`config.mk`:
```
export PLATFORM = sky130hd
export DESIGN_NAME = regfile_wb_arbiter
export DESIGN_NICKNAME = d
export VERILOG_FILES = /design/src/rtl/regfile_wb_arbiter.sv
export SDC_FILE = /design/constraint.sdc
export NUM_CORES = 1
export LEC_CHECK = 0
export CORE_MARGIN = 8
export CORE_UTILIZATION = 39
export CTS_CLUSTER_SIZE = 20
export DETAILED_ROUTE_END_ITERATION = 6
export PLACE_DENSITY = 0.8
export REMOVE_ABC_BUFFERS = 1
export SYNTH_ARGS = -nofsm -noshare
export SYNTH_HDL_FRONTEND = slang
export SYNTH_SLANG_ARGS = --single-unit
```
`constraint.sdc`:
```
create_clock -name clk -period 1.3 [get_ports clk]
set_input_delay 0.13 -clock clk [delete_from_list [all_inputs] [get_ports clk]]
set_output_delay 0.13 -clock clk [all_outputs]
set_load 0.03 [all_outputs]
```
`src/rtl/regfile_wb_arbiter.sv`:
```
// Register file write-port arbiter between the writeback stage and the
// long-latency unit, with a pending-write scoreboard and a starvation stall.
module regfile_wb_arbiter #(
    parameter int DATA_W   = 32,
    parameter int MAX_WAIT = 4
) (
    input  logic              clk,
    input  logic              reset,
    input  logic              wb_valid,
    input  logic [4:0]        wb_addr,
    input  logic [DATA_W-1:0] wb_data,
    input  logic              lu_valid,
    output logic              lu_ready,
    input  logic [4:0]        lu_addr,
    input  logic [DATA_W-1:0] lu_data,
    input  logic              issue_valid,
    input  logic [4:0]        issue_addr,
    input  logic [4:0]        rs1_addr,
    input  logic [4:0]        rs2_addr,
    output logic              hazard,
    output logic              stall_req,
    output logic              sb_conflict,
    output logic [31:0]       busy_mask,
    output logic              rf_we,
    output logic [4:0]        rf_waddr,
    output logic [DATA_W-1:0] rf_wdata
);

    localparam int WAIT_W = $clog2(MAX_WAIT + 1);
    localparam logic [WAIT_W-1:0] WAIT_MAX  = WAIT_W'(MAX_WAIT);
    localparam logic [WAIT_W-1:0] WAIT_LAST = WAIT_W'(MAX_WAIT - 1);

    logic              rf_we_q, rf_we_d;
    logic [4:0]        rf_waddr_q, rf_waddr_d;
    logic [DATA_W-1:0] rf_wdata_q, rf_wdata_d;
    logic              stall_q, stall_d;
    logic              conflict_q, conflict_d;
    logic [31:0]       busy_q, busy_d;
    logic [WAIT_W-1:0] wait_cnt_q, wait_cnt_d;

    logic wb_accept;
    logic lu_accept;
    logic denied;

    // Grants: wb owns the port unless a starvation stall hands it to lu.
    assign lu_ready  = !wb_valid || stall_q;
    assign wb_accept = wb_valid && !stall_q;
    assign lu_accept = lu_valid && lu_ready;
    assign denied    = lu_valid && !lu_ready;

    // Hazard looks only at registered state; a retiring write still counts.
    assign hazard = busy_q[rs1_addr] | busy_q[rs2_addr];

    assign stall_req   = stall_q;
    assign sb_conflict = conflict_q;
    assign busy_mask   = busy_q;
    assign rf_we       = rf_we_q;
    assign rf_waddr    = rf_waddr_q;
    assign rf_wdata    = rf_wdata_q;

    // Select the accepted writer; x0 completes the handshake without a write.
    always_comb begin
        rf_we_d    = 1'b0;
        rf_waddr_d = rf_waddr_q;
        rf_wdata_d = rf_wdata_q;
        if (wb_accept) begin
            rf_we_d    = (wb_addr != 5'd0);
            rf_waddr_d = wb_addr;
            rf_wdata_d = wb_data;
        end else if (lu_accept) begin
            rf_we_d    = (lu_addr != 5'd0);
            rf_waddr_d = lu_addr;
            rf_wdata_d = lu_data;
        end
    end

    // Count consecutive denied lu cycles and request a stall on the last one.
    always_comb begin
        wait_cnt_d = '0;
        if (denied) begin
            if (wait_cnt_q == WAIT_MAX) begin
                wait_cnt_d = WAIT_MAX;
            end else begin
                wait_cnt_d = wait_cnt_q + 1'b1;
            end
        end
        stall_d = denied && (wait_cnt_q == WAIT_LAST);
    end

    // Scoreboard: retire clears, issue sets afterwards so set wins.
    always_comb begin
        busy_d = busy_q;
        if (lu_accept) begin
            busy_d[lu_addr] = 1'b0;
        end
        if (issue_valid) begin
            busy_d[issue_addr] = 1'b1;
        end
        busy_d[0] = 1'b0;
        conflict_d = issue_valid && (issue_addr != 5'd0) &&
                     busy_q[issue_addr];
    end

    // State registers with synchronous reset.
    always_ff @(posedge clk) begin
        if (reset) begin
            rf_we_q    <= 1'b0;
            rf_waddr_q <= '0;
            rf_wdata_q <= '0;
            stall_q    <= 1'b0;
            conflict_q <= 1'b0;
            busy_q     <= '0;
            wait_cnt_q <= '0;
        end else begin
            rf_we_q    <= rf_we_d;
            rf_waddr_q <= rf_waddr_d;
            rf_wdata_q <= rf_wdata_d;
            stall_q    <= stall_d;
            conflict_q <= conflict_d;
            busy_q     <= busy_d;
            wait_cnt_q <= wait_cnt_d;
        end
    end

endmodule

```
==> results of run 1 <==
[how the worst max path moves through the flow]
stage / from / to
after floorplan: stall_req / busy_mask[18]
after global placement: rs2_addr[0] / hazard
after detailed placement: rs2_addr[0] / hazard
after CTS: busy_mask[22] / hazard
after global routing: busy_mask[30] / hazard
final: busy_mask[22] / hazard
[timing repair]
action / 4_1_cts / 5_1_grt
endpoints found under the setup margin: 54 / 51
hold buffers: 0 / 0
pin swaps: 7 / 3
setup buffers: 3 / 1
resized for setup: 96 / 64
cloned: 2 / 0
[stage by stage]
stage | util | instances
final | 0.688 | 798
after global routing | 0.688 | 798
after CTS | 0.676 | 797
after detailed placement | 0.641 | 777
after global placement | 0.641 | 777
after floorplan | - | 390
[critical path, stage by stage (launching register included)]
cell and delay [ps]:
dfxtp_2 350, mux4_2 460, mux2_4 280, a31oi_1 150, o211ai_1 130, buf_4 180
[state kept, by name (all words and copies together) (netlist names)]
name and cells:
rf_wdata 32, busy_mask 31, rf_waddr 5, wait_cnt_q 3, rf_we 1, sb_conflict 1
stall_req 1
[cell type report]
type                       instances  share of cell area
inverter                           5             0.00279
sequential                        74               0.225
multi-input combinational        311               0.349
tap                              133              0.0247
timing repair buffer             260               0.364
clock buffer                      11              0.0225
clock inverter                     4              0.0112
[synth_stat cells (all sizes together)]
library cell  instances
a211oi               37
a21boi                1
a21oi                36
a221oi                1
a22oi                 4
a31oi                 1
and2                  1
and3                  4
and3b                 2
and4b                 1
buf                  20
clkbuf               17
conb                  1
dfxtp                74
ha                    3
inv                   5
mux2                  3
mux2i                44
mux4                 20
nand2                43
nand2b                2
nand3                 3
nand3b                4
nand4                 2
nand4b                2
nor2                 46
nor3                  3
nor3b                 6
o211ai                5
o21ai                31
o31a                  1
o31ai                 1
or3                   1
or3b                  2
[power groups by stage]
stage / combinational (mW) / sequential [mW] / clock [mW]
floorplan: 0.329 / 2.68 / 0
global placement: 1.38 / 2.48 / 0
detailed placement: 1.40 / 2.48 / 0
CTS: 1.39 / 2.43 / 2.09
global route: 1.50 / 2.44 / 2.18
finish: 1.42 / 2.43 / 2.06
[cell usage in the layout, fill, tap and decap left out, drive strengths merged, types with 4 or more instances in the layout]
master | synthesis | final
and3 | 4 | 4
buf | 20 | 126
a22oi | 4 | 4
nor3b | 6 | 6
dlygate4sd2 | 0 | 38
clkbuf | 17 | 12
o211ai | 5 | 5
a21oi | 36 | 36
nand2 | 43 | 43
mux4 | 20 | 20
o21ai | 31 | 31
inv | 5 | 5
clkdlybuf4s15 | 0 | 8
a211oi | 37 | 37
nor2 | 46 | 46
dfxtp | 74 | 74
mux2i | 44 | 44
clkdlybuf4s50 | 0 | 83
nand3b | 4 | 4
[routing by layer]
layer | up-vias | part of all wire | track usage
li1 | 2046 | - | -
met1 | 2091 | 0.36 | 0.272
met2 | 295 | 0.46 | 0.396
met3 | 59 | 0.14 | 0.108
met4 | 0 | 0.038 | 0.128
met5 | - | 0 | 0
[cells by family (layout without fill, tap and decap cells)]
| group | after synthesis | after routing | share of synthesized area |
|---|---|---|---|
| buffers and inverters | 42 | 280 | 0.0486 |
| adders and majority gates | 3 | 3 | 0.00953 |
| AOI/OAI and AO/OA | 118 | 118 | 0.183 |
| muxes | 67 | 67 | 0.239 |
| other | 1 | 1 | 0.000952 |
| and+or+nand+nor | 122 | 122 | 0.143 |
| DFF | 74 | 74 | 0.376 |
==> out/results.ini, run 1 <==
[run_status]
status = complete, but fails checks
violations = negative setup slack

[die]
coreArea_sq_um = 9770
initial_utilization = 0.403
die_width_um = 116
die_height_um = 116
dieArea_sq_um = 13600
ios = 168
row_count = 36

[global_route]
grt_pass1_wl_mm = 25.7
antenna_found_initial = 0
grt_max_degree = 33
grt_overflow_total = 0
grt_pass1_vias = 4863
grt_use_total = 0.247

[worst_hold_path]
hp-class = input pin to register
worstHoldPathCells = 2
min_to = rf_wdata[29]
worstHoldStart = reset

[worst_setup_path]
arrival_ps = 1900
end_kind = primary output
reg2reg_from = busy_mask[15]
reg2reg_to = sb_conflict
cp.required_ps = 1170
start_kind = register
worstPathMaxFanout = 3
rrSetupSlack_ps = -300
r2r_cells = 5
critPathKind = register to primary output

[synthesis]
synth_top_area_cell = dfxtp_1
synth_area_per_cell_sq_um = 9.22
yosysWarnings = 0
ys_seq_area_frac = 0.376
synth_cells = 427
synth_area_sq_um = 3940
yosysUniqueCellTypes = 38
netlist.area_leader.share = 0.376
synth_area_leaders = dfxtp_1, mux2i_1, mux4_2
ys_seq_elements = 74

[power]
swShare = 0.282
comb_power_share = 0.240
pwr-share-clk = 0.349
p_per_area_nw_per_um2 = 878
finalPower_mw = 5.91
peakVddDrop_v = 0.000611
p_leak_nw = 2.90
p_sw_mw = 1.67
intPower_mw = 4.24
p_seq_frac = 0.411

[final_layout]
n_antenna_cell = 0
stdcell_area_sq_um = 6730
area.growth.synth_to_final_pct = 70.9
regArea_sq_um = 1520
drive_gt1_frac = 0.311
layout.nets = 758
multiInputGateArea_sq_um = 2350
fill_cells = 747

[placed_design]
gp_congestion = 0.943
portBuffers = 166
placed_cell_area_sq_um = 6270
post-place-ws_ps = -1310
hpwl_mm = 12.7

[sta]
grt_setup_unrepaired = true
setup-tns-final_ps = -1050
fin_skew_ps = 10.5
setup-violations-final = 3
min_period_over_period = 1.56
worst_slack_ps = -728
fin_crit_ps = 2030
hold_slack_ps = 114
hold_viol = 0
slew_viol_final = 0
clock.fmax_mhz = 493

[drt]
route.detailed.vias_per_inst = 5.63
vias = 4491
antenna_left = 0
wl_per_cell_um = 20.8
first_pass_iters = 5
drt_iter0_drc = 293
wl_mm = 16.6
drc = 0

[clock_tree]
clock_latency_ps = 350
ctsLongestPathBuffers = 2
ctsRootBufferMaster = clkbuf_8
htreeDepth = 3
path_clk_slew_ps = 80
clkSinkCount = 74
cts_tree = yes
cts_buffers = 9

[flow_run]
drv_cap = 0

No activity file was read; power rests on OpenSTA's default activity.
==> run 2, diff against run 1 <==
- CAP_MARGIN: not set -> 10
==> results of run 2 <==
Final layout, timing and power as in run 1 (identical DEF).
